### config.mk
export PLATFORM = sky130hd
export DESIGN_NAME = gearbox_20_to_66
export DESIGN_NICKNAME = d
export VERILOG_FILES = /design/src/rtl/gearbox_pkg.sv /design/src/rtl/gearbox_lock_mon.sv /design/src/rtl/gearbox_20_to_66.sv
export SDC_FILE = /design/constraint.sdc
export NUM_CORES = 1
export LEC_CHECK = 0
export ABC_AREA = 1
export BUFFER_PORTS_ARGS = -buffer_cell sky130_fd_sc_hd__buf_2
export CELL_PAD_IN_SITES_DETAIL_PLACEMENT = 1
export CELL_PAD_IN_SITES_GLOBAL_PLACEMENT = 1
export CORE_UTILIZATION = 48
export CTS_BUF_LIST = sky130_fd_sc_hd__clkbuf_4 sky130_fd_sc_hd__clkbuf_8
export DETAILED_ROUTE_END_ITERATION = 8
export PLACE_DENSITY_LB_ADDON = 0.1
export SLEW_MARGIN = 20
export SYNTH_ARGS = -nofsm -noshare
export SYNTH_HDL_FRONTEND = slang
export SYNTH_SLANG_ARGS = --single-unit
### constraint.sdc
create_clock -name clk -period 12.4 [get_ports clk]
set_clock_uncertainty 0.2 [all_clocks]
set_input_delay 2.48 -clock clk [delete_from_list [all_inputs] [get_ports clk]]
set_output_delay 2.48 -clock clk [all_outputs]
set_load 0.01 [all_outputs]
### src/rtl/gearbox_pkg.sv
// Shared constants and helpers for the 20->66 receive gearbox.
// Contents: lane/block/buffer widths, sync-header encodings, header check.
package gearbox_pkg;

    localparam int unsigned LANE_W = 20;
    localparam int unsigned BLK_W  = 66;
    localparam int unsigned BUF_W  = 86;
    // Fill count never exceeds 85, so 7 bits are enough.
    localparam int unsigned CNT_W  = 7;

    typedef logic [1:0] sh_t;

    localparam sh_t SH_DATA = 2'b10;
    localparam sh_t SH_CTRL = 2'b01;

    // A sync header is valid only when its two bits differ.
    function automatic logic sh_good(input sh_t sh);
        return (sh == SH_DATA) || (sh == SH_CTRL);
    endfunction

endpackage

### src/rtl/gearbox_lock_mon.sv
// Header lock monitor: counts consecutive good sync headers on emitted blocks.
// Ports:
//   clk, sclr    - clock, asynchronous active-high reset
//   blk_valid    - a block is being registered on this edge
//   blk_hdr      - sync header of that block
//   word_locked  - high once LOCK_GOOD_CNT consecutive good headers are seen;
//                  cleared on the same edge as any bad header
module gearbox_lock_mon
    import gearbox_pkg::*;
#(
    parameter int unsigned LOCK_GOOD_CNT = 32
)
(
    input  logic clk,
    input  logic sclr,
    input  logic blk_valid,
    input  sh_t  blk_hdr,
    output logic word_locked
);

    localparam int unsigned GW = $clog2(LOCK_GOOD_CNT + 1);

    logic [GW-1:0] good_cnt;

    always_ff @(posedge clk or posedge sclr) begin
        if (sclr) begin
            good_cnt    <= '0;
            word_locked <= 1'b0;
        end else if (blk_valid) begin
            if (sh_good(blk_hdr)) begin
                // Saturate so a long good run cannot wrap and drop lock.
                if (good_cnt != GW'(LOCK_GOOD_CNT))
                    good_cnt <= good_cnt + GW'(1);
                if (good_cnt >= GW'(LOCK_GOOD_CNT - 1))
                    word_locked <= 1'b1;
            end else begin
                good_cnt    <= '0;
                word_locked <= 1'b0;
            end
        end
    end

endmodule

### src/rtl/gearbox_20_to_66.sv
// Receive gearbox: packs a continuous 20-bit lane into 66-bit 64b/66b blocks,
// with optional bit-slip hunting for the 2-bit sync header.
// Optional feature macro: GEARBOX_LOCK_STATUS_EN (adds word_locked port).
// Ports:
//   clk           - clock, rising edge
//   sclr          - asynchronous active-high reset
//   slip_to_frame - 1: slip one bit after each bad header; 0: free-run
//   din[19:0]     - lane data, din[0] oldest
//   dout[65:0]    - block, dout[0] oldest, dout[1:0] sync header
//   dout_valid    - one-cycle strobe qualifying dout
//   word_locked   - header lock status (GEARBOX_LOCK_STATUS_EN only)
module gearbox_20_to_66
    import gearbox_pkg::*;
#(
    parameter int unsigned LOCK_GOOD_CNT = 32
)
(
    input  logic              clk,
    input  logic              sclr,
    input  logic              slip_to_frame,
    input  logic [LANE_W-1:0] din,
    output logic [BLK_W-1:0]  dout,
    output logic              dout_valid
`ifdef GEARBOX_LOCK_STATUS_EN
    ,
    output logic              word_locked
`endif
);

    localparam logic [CNT_W-1:0] LANE_N = CNT_W'(LANE_W);
    localparam logic [CNT_W-1:0] BLK_N  = CNT_W'(BLK_W);

    logic [BUF_W-1:0] bit_buf;   // valid bits at [cnt-1:0], zeros above
    logic [CNT_W-1:0] cnt;
    logic             slip_pend;

    logic [BUF_W-1:0] comb;
    logic [CNT_W-1:0] n;
    logic             emit;

    always_comb begin
        comb = bit_buf | (BUF_W'(din) << cnt);
        n    = cnt + LANE_N;
        // A pending slip drops the oldest bit of the combined word.
        if (slip_pend) begin
            comb = comb >> 1;
            n    = n - CNT_W'(1);
        end
        emit = (n >= BLK_N);
    end

    always_ff @(posedge clk or posedge sclr) begin
        if (sclr) begin
            bit_buf    <= '0;
            cnt        <= '0;
            slip_pend  <= 1'b0;
            dout       <= '0;
            dout_valid <= 1'b0;
        end else begin
            // Judged on the registered block, so at most one slip per block.
            slip_pend <= dout_valid && slip_to_frame && !sh_good(dout[1:0]);
            if (emit) begin
                dout       <= comb[BLK_W-1:0];
                dout_valid <= 1'b1;
                bit_buf    <= comb >> BLK_W;
                cnt        <= n - BLK_N;
            end else begin
                dout_valid <= 1'b0;
                bit_buf    <= comb;
                cnt        <= n;
            end
        end
    end

`ifdef GEARBOX_LOCK_STATUS_EN
    // Fed with the block being registered so lock tracks dout on the same edge.
    gearbox_lock_mon #(
        .LOCK_GOOD_CNT(LOCK_GOOD_CNT)
    ) u_lock_mon (
        .clk        (clk),
        .sclr       (sclr),
        .blk_valid  (emit),
        .blk_hdr    (comb[1:0]),
        .word_locked(word_locked)
    );
`else
    // Lock threshold has no effect without the status port.
    if (LOCK_GOOD_CNT == 0) begin : g_no_lock_mon
    end
`endif

endmodule

After elaboration in Yosys (flattened, before gate mapping)
Index checks and enable logic that the tools add are counted.
{ "op_classes": {"add_sub_neg": 3, "mul": 0, "n_div": 0, "order_cmp": 1, "eq_ne": 2, "n_shift": 1, "mux": 5, "bitwise": 1, "n_reduce_logical": 4} }
{ "op_table": {"columns": ["op", "n"], "rows": [
  ["86-bit 2-to-1 mux", 2],
  ["86-bit OR", 1],
  ["20-bit by 7-bit left shift with 86-bit output", 1],
  ["7-bit 2-to-1 mux", 2],
  ["7-bit by 5-bit adder with 7-bit output (second input constant)", 1],
  ["7-bit greater-or-equal comparator (second input constant)", 1],
  ["7-bit by 1-bit subtractor with 7-bit output (second input constant)", 1],
  ["7-bit subtractor (second input constant)", 1],
  ["2-bit by 1-bit equality test with 1-bit output (second input constant)", 1],
  ["2-bit equality test (second input constant)", 1],
  ["1-bit logical AND", 2],
  ["1-bit zero test", 1],
  ["1-bit logical OR", 1],
  ["1-bit 2-to-1 mux", 1]
]} }
{ "totals": {"register_bits": 161, "latchBits": 0, "ramBits": 0, "romBits": 0, "inputBits": 23, "out_inout_bits": 67, "memories": 0} }

Depth between registers and ports, before layout
Gate-level depths: netlist of the first run.
{ "logic_depth": {"depth_word": 5, "mapped_depth": 17, "depth_no_buf": 13} }

Worst setup path after synthesis of the first run
No wires, ideal clock.
{ "synth_path": {"path_kind": "input port to flip-flop", "startpoint": "input din[0]", "endpoint": "register bit_buf[5]", "t_arrival_ps": 3517, "setup_slack_ps": 8617, "path_stages": 11, "n_path_buf": 0, "cell_sequence": "inv_1 -> o21ai_0 -> nand2_1 -> nand2_1 -> and2_1 -> nand2_1 -> nor2_1 -> nand3_1 -> nand3_1 -> nand3_1 -> nand2_1"} }
{ "synth_between": {"elab_chain_len": 4} }
{ "synth_rtl": {"columns": ["item", "line_no", "rtl"], "rows": [
  ["start, declared", "gearbox_20_to_66.sv:21", "input logic [LANE_W-1:0] din,"],
  ["20-bit by 7-bit left shift with 86-bit output", "gearbox_20_to_66.sv:42", "comb = bit_buf | (BUF_W'(din) << cnt);"],
  ["86-bit OR", "gearbox_20_to_66.sv:42", null],
  ["86-bit 2-to-1 mux", "gearbox_20_to_66.sv:45", "if (slip_pend) begin"],
  ["86-bit 2-to-1 mux", "gearbox_20_to_66.sv:62", "if (emit) begin"],
  ["end signal, assigned", "gearbox_20_to_66.sv:65", "bit_buf <= comb >> BLK_W;"],
  ["end signal, assigned", "gearbox_20_to_66.sv:69", "bit_buf <= comb;"],
  ["end, declared", "gearbox_20_to_66.sv:33", "logic [BUF_W-1:0] bit_buf;"]
]} }
Every way passes these cells.
A chain may end at the register's enable or synchronous reset.

Worst setup path after layout of the first run
{ "layout_path": {"startpoint": "register cnt[4]", "endpoint": "register dout[34]"} }
{ "layout_between": {"elab_chain_len": 4, "elab_cells_between_ends": 7} }
{ "layout_rtl": {"columns": ["item", "line_no", "rtl"], "rows": [
  ["start, declared", "gearbox_20_to_66.sv:34", "logic [CNT_W-1:0] cnt;"],
  ["start signal, assigned", "gearbox_20_to_66.sv:66", "cnt <= n - BLK_N;"],
  ["start signal, assigned", "gearbox_20_to_66.sv:70", "cnt <= n;"],
  ["7-bit by 5-bit adder with 7-bit output", "gearbox_20_to_66.sv:43", "n = cnt + LANE_N;"],
  ["7-bit by 1-bit subtractor with 7-bit output", "gearbox_20_to_66.sv:47", "n = n - CNT_W'(1);"],
  ["7-bit 2-to-1 mux", "gearbox_20_to_66.sv:45", null],
  ["7-bit greater-or-equal comparator", "gearbox_20_to_66.sv:49", "emit = (n >= BLK_N);"],
  ["end signal, assigned", "gearbox_20_to_66.sv:63", "dout <= comb[BLK_W-1:0];"],
  ["end, declared", "gearbox_20_to_66.sv:22", "output logic [BLK_W-1:0] dout,"]
]} }
Parallel ways exist; a longest one is shown, timed or not.

==> impl_metrics.csv, run 1 <==
group,metric,value,unit
floorplan,die-height,142,um
detailed_routing,dr.pass1.iters,6,
finish,fin_nets,1391,
outcome,status,"finished, final reports clean",
clocking,postCtsSetupBuffers,0,
detailed_routing,vias,9646,
synth,ys_types,30,
setup_path,rr_startpoint,"cnt[4]$_DFF_PP0_",
hold_path,hold_depth,2,
timing,setup_tns,0,ns
finish,n_antenna_cell,0,
timing,period_minus_slack,4.25,ns
clocking,cts_resized,0,
clocking,cts_sinks,161,
setup_path,r2r_end,"dout[34]$_DFFE_PP0P_",
detailed_routing,viasPerCell,5.87,
synth,ys_warn_count,0,
placement,io_buffers,89,
clocking,cts-hold-fix-buffers,0,
detailed_routing,postRouteAntennaNets,0,
detailed_routing,routed_wirelength,31700,um
setup_path,r2r_cells,12,
setup_path,cp_max_fo,127,
global_routing,grt_overflow,0,
finish,areaGrowthSynthToFinish,8.77,%
setup_path,critPathLaunchType,"register",
hold_path,min-delay-start,"dout[12]$_DFFE_PP0P_",
synth,syn_area,0.00947,mm^2
clocking,clk_latency,0.48,ns
timing,final-max-slew-violation-count,0,
hold_path,hp-class,"reg2reg",
setup_path,end_kind,"register",
clocking,h-tree-depth,4,
timing,worstMarginPinSlew,1.04,ns
floorplan,coreArea,0.0194,mm^2
detailed_routing,drt_iter0_markers,756,
timing,fin_crit_sh,34.3,%
placement,place_hpwl,22100,um
hold_path,holdPathEnd,"dout[12]$_DFFE_PP0P_",
floorplan,die_x,142,um
timing,maxSlewHeadroom,31.0,%
clocking,cts_made_buffers,17,
clocking,clk_pin_slew,0.09,ns
setup_path,critical_path.cell_chain,"buf_4, inv_2, nand2_1, nand2_1, nor2_1, xor2_1, nor2_1, nand2_1, nand2_4, inv_6, nand3_1, nand2_1",
setup_path,slowest_stage,"inv_2",
synth,ys_ff_latch,161,
setup_path,required,12.60,ns
synth,syn_nets,1363,
clocking,cts_tree,"yes",
clocking,clk_path_buf_depth,2,
setup_path,cpPeakStageDelay,0.79,ns
placement,gp_congestion,0.946,
finish,drive_gt1_share,10.8,%
global_routing,grt_use_total,32.6,%
timing,fmax,0.235,GHz
setup_path,crit_top_cell,"nand2_1",
setup_path,r2r_setup_slack,8.15,ns
timing,hold_viol,0,
setup_path,path_class,"reg2reg",
synth,synth_seq_area_share,42.6,%
floorplan,start_util,48.8,%
floorplan,io_pins,90,
timing,rsz0062_at_grt,"false",
synth,syn_inst,1336,
global_routing,grt_pass1_wl,50600,um
detailed_routing,drc,0,
job,max-cap-violations,0,
clocking,root_buffer,"clkbuf_8",
detailed_routing,wl_per_cell,19.3,um
setup_path,cp.arrival,4.46,ns
global_routing,antenna_found_initial,0,
global_routing,grt_pass1_vias,9354,
global_routing,grt_max_degree,128,
timing,setup_viol,0,
floorplan,die_area,0.0203,mm^2
floorplan,row_count,51,
synth,syn_area_per_cell,7.09,um^2
setup_path,crit_start,"cnt[4]$_DFF_PP0_",
[through the flow]
stage	utilization [%]	std cells	instance area, um^2	worst slack (ns)	hold WS (ns)
finish	53.1	1642	10300	8.15	0.281
floorplan	-	1336	9470	5.37	0.313
detailed placement	51.1	1610	9910	7.96	0.261
global placement	51.1	1610	9910	7.97	0.258
global route	53.1	1642	10300	7.79	0.299
CTS	53.1	1642	10300	8.19	0.287
[layout by cell type (no fill, tap or decap), types with 4 or more instances in the layout]
cell,netlist,final
a21oi_1,10,10
buf_4,7,15
buf_2,20,89
o211ai_1,11,11
nor3_1,6,6
nand4_1,97,97
nor2_1,86,85
clkinvlp_4,0,4
dfrtp_1,161,160
nand3_1,331,331
ha_1,4,4
o21bai_1,9,9
inv_1,95,94
clkbuf_8,0,19
xor2_1,8,8
nand2_1,370,369
o21ai_0,38,38
[worst max-delay path by stage]
| stage | to | cells after the start |
|---|---|---|
| floorplan | bit_buf[0]$_DFF_PP0_ | 1 |
| global placement | bit_buf[40]$_DFF_PP0_ | 3 |
| detailed placement | dout[41]$_DFFE_PP0P_ | 3 |
| CTS | dout[34]$_DFFE_PP0P_ | 10 |
| global route | dout[34]$_DFFE_PP0P_ | 12 |
| finish | dout[34]$_DFFE_PP0P_ | 12 |
[area by class of cell]
cell class                 instances  area (um^2)
clock inverter                    10          103
clock buffer                      22          284
fill                            2603         9100
inverter                          98          378
multi-input combinational        982         4610
tap                              265          332
sequential                       161         4030
timing repair buffer             104          558
[routing by layer]
| layer | vias to the layer above | global-route usage [%] | routed length (um) |
|---|---|---|---|
| li1 | 4520 | - | - |
| met1 | 4763 | 44.0 | 14000 |
| met2 | 306 | 52.5 | 15000 |
| met3 | 57 | 5.15 | 1660 |
| met4 | 0 | 12.4 | 996 |
| met5 | - | 0 | 0 |
[registers in the layout, indices dropped and copies added (netlist names)]
name        flops
bit_buf        86
cnt             7
dout           66
dout_valid      1
slip_pend       1
[cells by family after synthesis]
| group | synth area share (%) |
|---|---|
| simple gates | 42.8 |
| buf+inv | 8.81 |
| flops | 42.6 |
| compound gates | 4.32 |
| xor+xnor | 1.00 |
| fa+ha+maj | 0.529 |
[synthesized netlist by cell type (all sizes together)]
cell | count | area, um^2
o211ai | 11 | 82.6
xor2 | 9 | 86.3
a32oi | 1 | 8.76
nor3 | 6 | 30.0
nand3b | 1 | 7.51
a21oi | 10 | 50.1
dfrtp | 161 | 4030
or2 | 1 | 6.26
nor2 | 88 | 335
xnor2 | 1 | 8.76
nand2 | 372 | 1400
inv | 98 | 373
ha | 4 | 50.1
and2 | 1 | 6.26
clkbuf | 33 | 125
o21ai | 40 | 200
o21bai | 9 | 67.6
nand4 | 97 | 607
buf | 62 | 337
nand3 | 331 | 1660
[critical path: cells and delay by family, from the launching register on]
family / cells / cell delay, ns
buffers and inverters: 3 / 1.86
and+or+nand+nor: 8 / 1.40
DFF: 1 / 0.37
xor gates and xnor gates: 1 / 0.24
Power of run 1 is not shown: default switching activity piles up to over one toggle a cycle in this logic, so the estimate is an artifact.
==> inputs of run 2 (changes only) <==
--- a/config.mk
+++ b/config.mk
@@ -5,11 +5,11 @@
 export SDC_FILE = /design/constraint.sdc
 export NUM_CORES = 1
 export LEC_CHECK = 0
-export ABC_AREA = 1
+export ABC_AREA = 0
 export BUFFER_PORTS_ARGS = -buffer_cell sky130_fd_sc_hd__buf_2
 export CELL_PAD_IN_SITES_DETAIL_PLACEMENT = 1
 export CELL_PAD_IN_SITES_GLOBAL_PLACEMENT = 1
-export CORE_UTILIZATION = 48
+export CORE_UTILIZATION = 44
 export CTS_BUF_LIST = sky130_fd_sc_hd__clkbuf_4 sky130_fd_sc_hd__clkbuf_8
 export DETAILED_ROUTE_END_ITERATION = 8
 export PLACE_DENSITY_LB_ADDON = 0.1
==> constraint.sdc (replaced) <==
create_clock -name clk -period 3.5 [get_ports clk]
set_clock_uncertainty 0.2 [all_clocks]
set_input_delay 0.7 -clock clk [delete_from_list [all_inputs] [get_ports clk]]
set_output_delay 0.7 -clock clk [all_outputs]
set_load 0.01 [all_outputs]
==> impl_metrics.csv, run 2 <==
group,metric,value,unit
detailed_routing,drt_iter0_markers,503,
synth,ys_ff_latch,161,
placement,gp_congestion,0.924,
global_routing,grt_pass1_wl,51600,um
clocking,clk_path_buf_depth,2,
timing,maxSlewHeadroom,24.4,%
clocking,clk_latency,0.48,ns
clocking,cts_sinks,161,
detailed_routing,drc,0,
timing,final-max-slew-violation-count,0,
floorplan,start_util,45.3,%
synth,netlist.area_leader.share,42.0,%
detailed_routing,vias,8457,
placement,place_hpwl,23700,um
detailed_routing,wl_per_cell,24.3,um
setup_path,r2r_end,"bit_buf[4]$_DFF_PP0_",
finish,layout_commonest_cell,"dfrtp_1",
setup_path,rr_startpoint,"cnt[1]$_DFF_PP0_",
outcome,status,"finished, final reports clean",
synth,syn_nets,1028,
global_routing,grt_pass1_vias,8563,
synth,synth_edf_count,0,
global_routing,grt_max_degree,91,
synth,synth_flop_cell,"dfrtp_1",
finish,top_regs,"bit_buf: 86 flops, dout: 66 flops, cnt: 7 flops",
timing,worstMarginPinSlew,1.13,ns
finish,largest_register_ffs,86,
clocking,cts_tree,"yes",
setup_path,crit_start,"cnt[1]$_DFF_PP0_",
floorplan,row_count,53,
detailed_routing,postRouteAntennaNets,0,
setup_path,path_class,"reg2reg",
synth,ys_warn_count,0,
setup_path,critPathLaunchType,"register",
synth,synth_xor_area_share,1.01,%
synth,synth_compound_area_share,18.2,%
floorplan,io_pins,90,
timing,fin_crit_sh,94.7,%
synth,syn_inst,1001,
synth,yosysTopAreaCell,"dfrtp_1",
setup_path,end_kind,"register",
synth,netlist_top_cells_count,"161 x dfrtp_1, 119 x nand2_1, 115 x nor2_1",
clocking,cts_made_buffers,17,
synth,yosys.area_share.adder,0.522,%
setup_path,required,3.64,ns
synth,synth_seq_area_share,42.0,%
floorplan,die_area,0.0224,mm^2
timing,rsz0062_at_grt,"false",
synth,syn_area_per_cell,9.57,um^2
timing,hold_viol,0,
finish,areaGrowthSynthToFinish,13.0,%
floorplan,coreArea,0.0212,mm^2
synth,synth_area_leaders,"dfrtp_1 42%, mux2i_1 8.0%, nand2_1 4.7%",
finish,drive_gt1_share,23.1,%
clocking,clk_pin_slew,0.11,ns
job,max-cap-violations,0,
detailed_routing,dr.pass1.iters,5,
detailed_routing,viasPerCell,6.18,
floorplan,die_x,150,um
clocking,h-tree-depth,4,
placement,dp.cells,1336,
setup_path,critPathCapture,"bit_buf[4]$_DFF_PP0_",
timing,setup_tns,0,ns
setup_path,cp_max_fo,32,
synth,syn_area,0.00958,mm^2
global_routing,grt_overflow,0,
floorplan,die-height,150,um
synth,synth.area.mux_share,17.0,%
detailed_routing,routed_wirelength,33200,um
synth,async_reset_ff_share,100,%
synth,synth_top_family_by_area,"compound AO/OA/AOI/OAI gates",
synth,ys_types,78,
finish,largest_register,"bit_buf",
global_routing,grt_use_total,31.2,%
global_routing,antenna_found_initial,1,
finish,mostFrequentLayoutCells,"159 x dfrtp_1, 119 x nand2_1, 114 x nor2_1",
timing,period_minus_slack,3.32,ns
timing,whs,0.256,ns
setup_path,cp.arrival,3.46,ns
timing,setup_viol,0,
synth,yosys.area_share.simple,16.2,%
timing,fmax,0.302,GHz
finish,fin_nets,1108,
setup_path,r2r_setup_slack,0.18,ns
placement,io_buffers,89,
synth,synth.most_common_cell,"dfrtp_1",
setup_path,r2r_cells,7,
finish,fin_cells,1369,
hold_path,hp-class,"in2reg",
clocking,root_buffer,"clkbuf_8",
finish,n_antenna_cell,0,
## run 2: cell count changes after synthesis, sizes merged, moves of 18 or more
cell | previous run | this run
a21oi | 10 | 51
a221o | 0 | 21
and2 | 1 | 20
buf | 62 | 44
inv | 98 | 17
mux2 | 0 | 34
mux2i | 0 | 79
mux4 | 0 | 19
nand2 | 372 | 119
nand3 | 331 | 11
nand4 | 97 | 2
nor2 | 88 | 115
nor3 | 6 | 31
o21ai | 40 | 79
## run 2: worst min path at each step
stage	cells past startpoint	slack, ns	start	end
2_1_floorplan	2	0.30	bit_buf[22]$_DFF_PP0_	bit_buf[22]$_DFF_PP0_
3_3_place_gp	2	0.25	dout[8]$_DFFE_PP0P_	dout[8]$_DFFE_PP0P_
3_5_place_dp	2	0.26	dout[8]$_DFFE_PP0P_	dout[8]$_DFFE_PP0P_
4_1_cts	2	0.24	slip_to_frame	slip_pend$_DFF_PP0_
5_1_grt	2	0.23	slip_to_frame	slip_pend$_DFF_PP0_
6_report	2	0.26	slip_to_frame	slip_pend$_DFF_PP0_
## run 2: kinds of logic (layout without fill, tap and decap cells)
kind of cell               Yosys count  after routing
DFF                                161            161
and+or+nand+nor                    346            346
buffers and inverters               97            190
muxes                              132            132
adders and majority gates            4              4
AOI/OAI and AO/OA                  250            250
xor gates and xnor gates            11             11
## run 2: metal layers
metal,vias to the layer above,part of all wire [%],global-route usage [%]
met5,-,0,0
met3,59,5.6,5.34
li1,3764,-,-
met1,4339,45,42.9
met2,295,47,48.6
met4,0,3.3,12.4
## run 2: stage by stage
stage                     instance area, um^2  util (%)  setup WS [ns]
after detailed placement                10400      49.3         0.0527
final                                   10800      51.2          0.185
after global placement                  10400      49.3         0.0874
after CTS                               10800      51.1          0.156
after global routing                    10800      51.2         0.0307
after floorplan                          9590         -         0.0624
## run 2: timing repair
| item | 4_1_cts | 5_1_grt |
|---|---|---|
| buffers inserted | 0 | 0 |
| gates resized for setup | 0 | 2 |
| endpoints found under the setup margin | 0 | 1 |
| endpoints found under the hold margin | 8 | 0 |
| hold buffers | 1 | 0 |
## run 2: worst max-delay path: stages (launching register included)
cell and delay, ns:
dfrtp_1 0.39, buf_4 0.37, mux4_2 0.56, mux2i_1 0.41
a21oi_1 0.33, a221o_1 0.45, o21ai_0 0.34, o21ai_0 0.12
## run 2: cell type report
type	instances	area, um^2
clock buffer	20	269
clock inverter	12	120
fill	2434	10300
inverter	17	70.1
multi-input combinational	743	5090
sequential	161	4030
tap	275	344
timing repair buffer	141	901
Power of run 2 is left out for the same reason.
